File: src/rtl/mips_branch_pkg.sv
// mips_branch_pkg: branch type/state encodings and helpers shared by the branch resolver.
package mips_branch_pkg;
    typedef enum logic [3:0] {
        BR_BEQ = 4'd0,
        BR_BNE = 4'd1,
        BR_BLT = 4'd2,
        BR_BGE = 4'd3,
        BR_BGT = 4'd4,
        BR_BLE = 4'd5,
        BR_J   = 4'd6,
        BR_JAL = 4'd7
    } br_type_e;

    typedef enum logic [1:0] {
        ST_IDLE,
        ST_WAIT,
        ST_REDIRECT
    } br_state_e;

    localparam int BR_OFFSET_SHIFT = 2;

    function automatic logic is_br_type(logic [3:0] t);
        return t < 4'd8;
    endfunction

    function automatic logic is_jump(logic [3:0] t);
        return t == BR_J || t == BR_JAL;
    endfunction
endpackage

File: src/rtl/branch_cond_eval.sv
// branch_cond_eval: decides taken/illegal from branch type and comparator flags.
module branch_cond_eval
    import mips_branch_pkg::*;
(
    input  logic [3:0] i_br_type,
    input  logic       i_cmp_l,
    input  logic       i_cmp_e,
    input  logic       i_cmp_g,
    input  logic       i_cmp_n,
    output logic       o_taken,
    output logic       o_illegal
);
    logic w_legal;
    logic w_jump;
    logic w_cond;

    // exactly one of L/E/G, and N must be the complement of E
    assign w_legal = (i_cmp_l ^ i_cmp_e ^ i_cmp_g) & ~(i_cmp_l & i_cmp_e & i_cmp_g)
                   & (i_cmp_n == ~i_cmp_e);
    assign w_jump  = is_jump(i_br_type);

    always_comb begin
        w_cond = 1'b0;
        case (i_br_type)
            BR_BEQ:  w_cond = i_cmp_e;
            BR_BNE:  w_cond = i_cmp_n;
            BR_BLT:  w_cond = i_cmp_l;
            BR_BGE:  w_cond = i_cmp_g | i_cmp_e;
            BR_BGT:  w_cond = i_cmp_g;
            BR_BLE:  w_cond = i_cmp_l | i_cmp_e;
            default: w_cond = 1'b0;
        endcase
    end

    assign o_taken   = w_jump | (w_cond & w_legal);
    assign o_illegal = ~w_jump & ~w_legal;
endmodule

File: src/rtl/branch_resolver.sv
// branch_resolver: ID-stage branch/jump resolution with operand-wait stall, registered redirect and perf counters.
module branch_resolver
    import mips_branch_pkg::*;
#(
    parameter int XLEN  = 32,
    parameter int CNT_W = 16
) (
    input  logic             i_clk,
    input  logic             i_rst,
    input  logic             i_br_valid,
    input  logic [3:0]       i_br_type,
    input  logic             i_operands_ready,
    input  logic             i_cmp_l,
    input  logic             i_cmp_e,
    input  logic             i_cmp_g,
    input  logic             i_cmp_n,
    input  logic [XLEN-1:0]  i_pc_plus4,
    input  logic [15:0]      i_imm,
    input  logic [25:0]      i_jtarget,
    output logic             o_stall,
    output logic             o_redirect_valid,
    output logic [XLEN-1:0]  o_redirect_pc,
    output logic             o_flush,
    output logic             o_flag_err,
    output logic [CNT_W-1:0] o_branch_cnt,
    output logic [CNT_W-1:0] o_taken_cnt
);
    br_state_e        r_state;
    logic             r_redirect_valid;
    logic             r_flush;
    logic             r_flag_err;
    logic [XLEN-1:0]  r_redirect_pc;
    logic [CNT_W-1:0] r_branch_cnt;
    logic [CNT_W-1:0] r_taken_cnt;

    logic             w_br;
    logic             w_resolve;
    logic             w_taken;
    logic             w_illegal;
    logic [XLEN-1:0]  w_sext;
    logic [XLEN-1:0]  w_target;

    branch_cond_eval u_eval (
        .i_br_type (i_br_type),
        .i_cmp_l   (i_cmp_l),
        .i_cmp_e   (i_cmp_e),
        .i_cmp_g   (i_cmp_g),
        .i_cmp_n   (i_cmp_n),
        .o_taken   (w_taken),
        .o_illegal (w_illegal)
    );

    // the slot right after a redirect is wrong-path, so branches there are ignored
    assign w_br      = i_br_valid & is_br_type(i_br_type) & (r_state != ST_REDIRECT);
    assign w_resolve = w_br & i_operands_ready;
    assign o_stall   = w_br & ~i_operands_ready;

    assign w_sext   = {{(XLEN-16){i_imm[15]}}, i_imm};
    assign w_target = is_jump(i_br_type) ? {i_pc_plus4[XLEN-1:28], i_jtarget, 2'b00}
                                         : i_pc_plus4 + (w_sext << BR_OFFSET_SHIFT);

    always_ff @(posedge i_clk or posedge i_rst) begin
        if (i_rst) begin
            r_state          <= ST_IDLE;
            r_redirect_valid <= 1'b0;
            r_flush          <= 1'b0;
            r_flag_err       <= 1'b0;
            r_redirect_pc    <= '0;
            r_branch_cnt     <= '0;
            r_taken_cnt      <= '0;
        end else begin
            r_state          <= w_resolve ? (w_taken ? ST_REDIRECT : ST_IDLE)
                                          : (o_stall ? ST_WAIT : ST_IDLE);
            r_redirect_valid <= w_resolve & w_taken;
            r_flush          <= w_resolve & w_taken;
            if (w_resolve) begin
                r_branch_cnt <= r_branch_cnt + {{(CNT_W-1){1'b0}}, ~&r_branch_cnt};
                r_flag_err   <= r_flag_err | w_illegal;
            end
            if (w_resolve && w_taken) begin
                r_redirect_pc <= w_target;
                r_taken_cnt   <= r_taken_cnt + {{(CNT_W-1){1'b0}}, ~&r_taken_cnt};
            end
        end
    end

    assign o_redirect_valid = r_redirect_valid;
    assign o_redirect_pc    = r_redirect_pc;
    assign o_flush          = r_flush;
    assign o_flag_err       = r_flag_err;
    assign o_branch_cnt     = r_branch_cnt;
    assign o_taken_cnt      = r_taken_cnt;
endmodule

File: config.mk
export PLATFORM = sky130hd
export DESIGN_NAME = branch_resolver
export DESIGN_NICKNAME = d
export VERILOG_FILES = /design/src/rtl/mips_branch_pkg.sv /design/src/rtl/branch_cond_eval.sv /design/src/rtl/branch_resolver.sv
export SDC_FILE = /design/constraint.sdc
export NUM_CORES = 1
export LEC_CHECK = 0
export ABC_AREA = 0
export BUFFER_PORTS_ARGS = -buffer_cell sky130_fd_sc_hd__buf_2
export CORE_UTILIZATION = 51
export DETAILED_ROUTE_END_ITERATION = 6
export PLACE_DENSITY = 0.81
export SLEW_MARGIN = 0
export SYNTH_ARGS = -nofsm -noshare
export SYNTH_HDL_FRONTEND = slang
export SYNTH_SLANG_ARGS = --single-unit
File: constraint.sdc
create_clock -name i_clk -period 2.4 [get_ports i_clk]
set_input_delay 0.48 -clock i_clk [delete_from_list [all_inputs] [get_ports i_clk]]
set_output_delay 0.48 -clock i_clk [all_outputs]
set_load 0.005 [all_outputs]
==> Word-level counts from Yosys, hierarchy flattened <==
Cells that the tools add are included.
{ "totals": {"register_bits": 68, "input_bits": 86, "output_inout_bits": 68, "elab_cells": 53} }
{ "classes": {"addsub": 3, "magnitude_cmp": 1, "eq_ne": 9, "muxes": 5, "bitwise_logic": 22, "n_reduce_logical": 7} }
{ "ops": {"columns": ["cell", "count"], "rows": [
  ["adder 16 x 1 -> 16 bit", 2],
  ["adder 32 bit", 1],
  ["2-to-1 mux 32 bit", 1],
  ["AND reduction 16 bit", 2],
  ["equality test 4 x 3 -> 1 bit, second input constant", 4],
  ["bitwise AND 1 bit", 11],
  ["equality test 4 x 2 -> 1 bit, second input constant", 2],
  ["case mux 1 bit (6 select lines)", 1],
  ["NOT 1 bit", 5],
  ["equality test 4 x 1 -> 1 bit, second input constant", 1],
  ["logical NOT 4 bit", 1],
  ["< comparator 4 bit, second input constant", 1],
  ["2-to-1 mux 2 bit", 2],
  ["bitwise OR 1 bit", 4],
  ["logical NOT 1 bit", 2],
  ["inequality test 2 bit, second input constant", 1],
  ["XOR 1 bit", 2],
  ["equality test 1 bit", 1],
  ["logical AND 1 bit", 1],
  ["logical OR 1 bit", 1],
  ["2-to-1 mux 1 bit", 1]
]} }

==> Longest topological paths before layout <==
{ "logic_depth": {"word_depth": 9, "mapped_depth": 12, "ltp_nobuf": 12} }

==> Cells and area by module <==
From an unflattened synthesis, not the netlist that was laid out.
{ "unflattened": {"cells_unflattened": 552, "hier_area_um2": 4874.7} }
{ "by_module_without_submodules": {"columns": ["module", "instances", "cells_each", "area_per_inst_um2", "seq_area_each_um2"], "rows": [
  ["branch_resolver", 1, 534, 4750.8, 1676.6],
  ["branch_cond_eval", 1, 18, 123.9, 0.0]
]} }

==> Worst setup path before layout <==
Ideal clock, no wire load.
{ "synth_timing": {"path_type": "input port to flip-flop", "startpoint": "input port i_pc_plus4[2]", "endpoint": "register r_redirect_pc[30], in the netlist o_redirect_pc[30]", "arrival_ns": 2.721, "required_time_ns": 2.274, "path_slack_ns": -0.448, "path_stages": 12, "cell_sequence": "ha_1 -> fa_1 -> a211oi_2 -> o21a_2 -> a211oi_2 -> o21ai_2 -> nand3_2 -> a221oi_4 -> o21ai_2 -> a221oi_2 -> xor2_1 -> o21ai_1"} }
{ "synth_between": {"elab_chain_len": 2} }
{ "synth_rtl": {"columns": ["element", "line_no", "source"], "rows": [
  ["start: declaration", "branch_resolver.sv:17", "input logic [XLEN-1:0] i_pc_plus4,"],
  ["adder 32 bit", "branch_resolver.sv:60", ": i_pc_plus4 + (w_sext << BR_OFFSET_SHIFT);"],
  ["2-to-1 mux 32 bit", "branch_resolver.sv:59", "assign w_target = is_jump(i_br_type) ? {i_pc_plus4[XLEN-1:28], i_jtarget, 2'b00}"],
  ["end signal: assignment", "branch_resolver.sv:81", "r_redirect_pc <= w_target;"],
  ["end: declaration", "branch_resolver.sv:32", "logic [XLEN-1:0] r_redirect_pc;"]
]} }
Every way passes these cells.
A chain may end at the register's enable or synchronous reset.

==> Worst setup path in the final report <==
{ "layout_timing": {"startpoint": "input port i_imm[0]", "endpoint": "register r_redirect_pc[26], in the netlist o_redirect_pc[26]"} }
{ "layout_between": {"elab_chain_len": 2} }
{ "layout_rtl": {"columns": ["element", "line_no", "source"], "rows": [
  ["start: declaration", "branch_resolver.sv:18", "input logic [15:0] i_imm,"],
  ["adder 32 bit", "branch_resolver.sv:60", null],
  ["2-to-1 mux 32 bit", "branch_resolver.sv:59", null]
]} }
Every way passes these cells.

==> run metrics <==
run status=finished, violations left; failing checks=setup timing; power share of the sequential group=0.378; register bit total from synthesis=67; internal power=2.632 mW; Max-Cap Viols=0; Worst Path Arrival=2.85 ns; power share of the combinational group=0.345; Clock Tree Buf Depth=2; count of cell types in the netlist=62; Final Cycle Share=1.089; Mapped Avg Cell Area=8.995 sq um; Top delay family on crit path=compound AO/OA/AOI/OAI gates; Root Buffer=clkbuf_8; synth warn=0; Slew @ Worst Pin=0.5325 ns; Die ar.=9234 sq um; Syn Std Cell Area=4516 sq um; CP startpoint kind=input pin; Area growth, synth to finish=42.45%; antenna-violating nets left=0; row count=33; Post-Route WL=13070 um; Max FO, Critical Path=2; Final min period=2.614 ns; Placer Congestion=0.8715; Final setup viols=5; kind of critical path=in2reg; Die Wd=96.10 um; register area share after synthesis=0.3713; vias per inst=5.479; Async SR Flop Fraction=1.000; total CTS buffers=9; starting density of the core=0.5387; TritonRoute pass-1 iters=4; most used cell, CP=a211oi_2; total I/O pin count=154; crit path cell chain=buf_6 -> ha_4 -> fa_2 -> a211oi_2 -> o21a_2 -> a211oi_2 -> o21ai_2 -> nand3_2 -> a221oi_4 -> buf_4 -> nor2_1 -> nor4_2 -> o31ai_2 -> o21a_1; first-pass GRT wire length=20580 um; pin count of the biggest net entering global routing=45; DRC=0; Die Ht=96.10 um; Max stage delay on crit path=0.35 ns; initial antenna violation count=0; Multi-input gate area=2904 sq um; RSZ-0062 raised after global routing=true; CP Depth=14; syn nets=623; P_sw=1.324 mW; hold crit path type=in2async; global route total overflow=0; number of flops mapped to enable cells by yosys=0; Vias=4652; ys flop type=dfrtp_1; Critical Path End Type=flop; setup ws final=-0.2139 ns; share of post-route cells with drive strength above 1=0.4167; dpl hpwl=9729 um; H-Tree Depth=3; r2r setup slk=0.12 ns; PwrDens=615.1 nW/um^2; ant diodes=0; drt wl/cell=15.40 um; Core Footprint=8382 sq um; Slowest-stage cell, CP=fa_2; worst hold slack=0.1926 ns; clock-pin slew of the registers on the worst-case setup and hold paths=0.09 ns; fin. max-slew vios=0; CP bufs+invs=2; clock skew=0.01410 ns; Hold Violations, Final=0; worst skew pair latency=0.35 ns; vias in the first global route=4737; CTS Sinks=67; Hold-fix buffers, CTS=0; Seq. cell area=1677 sq um; 1st-iter DRT viols=222; Lkg Pwr=3.322 nW; Sw Share=0.3348; CP required=2.63 ns; Slew headroom=0.6450; clock share of power=0.276; Final Non-Filler Cells=849; Syn Inst Count=502; Final Power=3.956 mW; Peak Freq=382.6 MHz; Placed Cells=825; Fill cells=597; Port Buf Inserts=153; Nets=860; Tot GR Track Use=0.2852; Reg2Reg Depth=11; Peak supply drop=0.0003786 V; TritonCTS clock tree=built
-- worst min-delay path, delay by kind of cell --
| kind | cells | cell delay, ns |
|---|---|---|
| buffers and inverters | 3 | 0.46 |
-- stage by stage --
step	setup slack, ns	TNS (ns)	util	instance area (sq um)
after CTS	-0.1408	-0.4544	0.7532	6314
after global placement	-0.5002	-4.847	0.7183	6021
after global routing	-0.3680	-1.551	0.7674	6432
after detailed placement	-0.5529	-5.843	0.7183	6021
final	-0.2139	-0.7756	0.7674	6432
after floorplan	-0.3272	-0.7016	-	4571
-- power groups by stage --
stage	clock, mW	combinational, mW	sequential (mW)
5_1_grt	1.14	1.52	1.53
2_1_floorplan	0	0.657	1.52
3_3_place_gp	0	1.24	1.50
3_5_place_dp	0	1.30	1.51
6_report	1.09	1.37	1.50
4_1_cts	1.10	1.32	1.49
-- state kept, by name (all words and copies together), names as in the netlist --
name / cells
o_branch_cnt: 16
o_flag_err: 1
o_flush: 1
o_redirect_pc: 32
o_taken_cnt: 16
r_state: 1
-- routing by layer --
layer	share of wire	track usage
met1	0.42	0.3355
met2	0.50	0.5118
met4	0.027	0.1107
met3	0.055	0.05055
met5	0	0
-- layout by cell type (no fill, tap or decap), drive strengths merged, types with 6 or more instances in the layout --
master and n:
nor2b 7, ha 34, nand2 61, xor2 24
o21a 6, clkbuf 9, dfrtp 67, a21o 8
buf 241, nand4 9, a21oi 49, inv 12
nor2 47, o21ai 43, nand3 22, xnor2 31
-- logic make-up after synthesis --
| kind of cell | after synthesis | synth area share |
|---|---|---|
| AOI/OAI and AO/OA | 136 | 0.1917 |
| buffers and inverters | 26 | 0.02521 |
| muxes | 8 | 0.01856 |
| and+or+nand+nor | 175 | 0.1879 |
| xor gates and xnor gates | 55 | 0.1067 |
| adders and majority gates | 35 | 0.09864 |
| DFF | 67 | 0.3713 |
-- final timing paths --
path                                  start                 to
max in group asynchronous             i_rst  o_redirect_pc[27]
max                                i_imm[0]  o_redirect_pc[26]
min                                   i_rst   o_branch_cnt[10]
min reg2reg                o_redirect_pc[4]   o_redirect_pc[4]
max reg2reg                o_branch_cnt[11]   o_branch_cnt[14]
min in group i_clk         i_operands_ready         r_state[0]
-- synth_stat cells, types with 4 or more instances --
cell,number,area share
dfrtp_1,67,0.37
nand2_1,61,0.051
a21oi_1,49,0.054
nor2_1,46,0.038
ha_1,34,0.094
o21ai_0,34,0.038
xnor2_1,31,0.060
xor2_1,24,0.047
nand3_1,18,0.020
clkbuf_1,11,0.0091
inv_1,10,0.0083
nand4_1,9,0.012
a21o_1,8,0.013
nor2b_1,7,0.0097
o21ai_1,7,0.0078
and3_1,5,0.0069
mux2i_1,5,0.011
o21a_1,5,0.0083
nand3_2,4,0.0089
nor3_1,4,0.0044
-- layout make-up --
cell class | instances | area share
multi-input cells | 409 | 0.4515
flip-flops and latches | 67 | 0.2606
clock inverters | 7 | 0.01537
clock buffers | 9 | 0.01926
inverters | 11 | 0.006613
repair buffers | 241 | 0.2262
well taps | 105 | 0.02042
-- what timing repair did --
item,CTS,global route
resized for setup,8,19
pin swaps,16,17
setup endpoints to repair,8,19
buffers inserted,4,5
(Power assumes the default switching activity.)
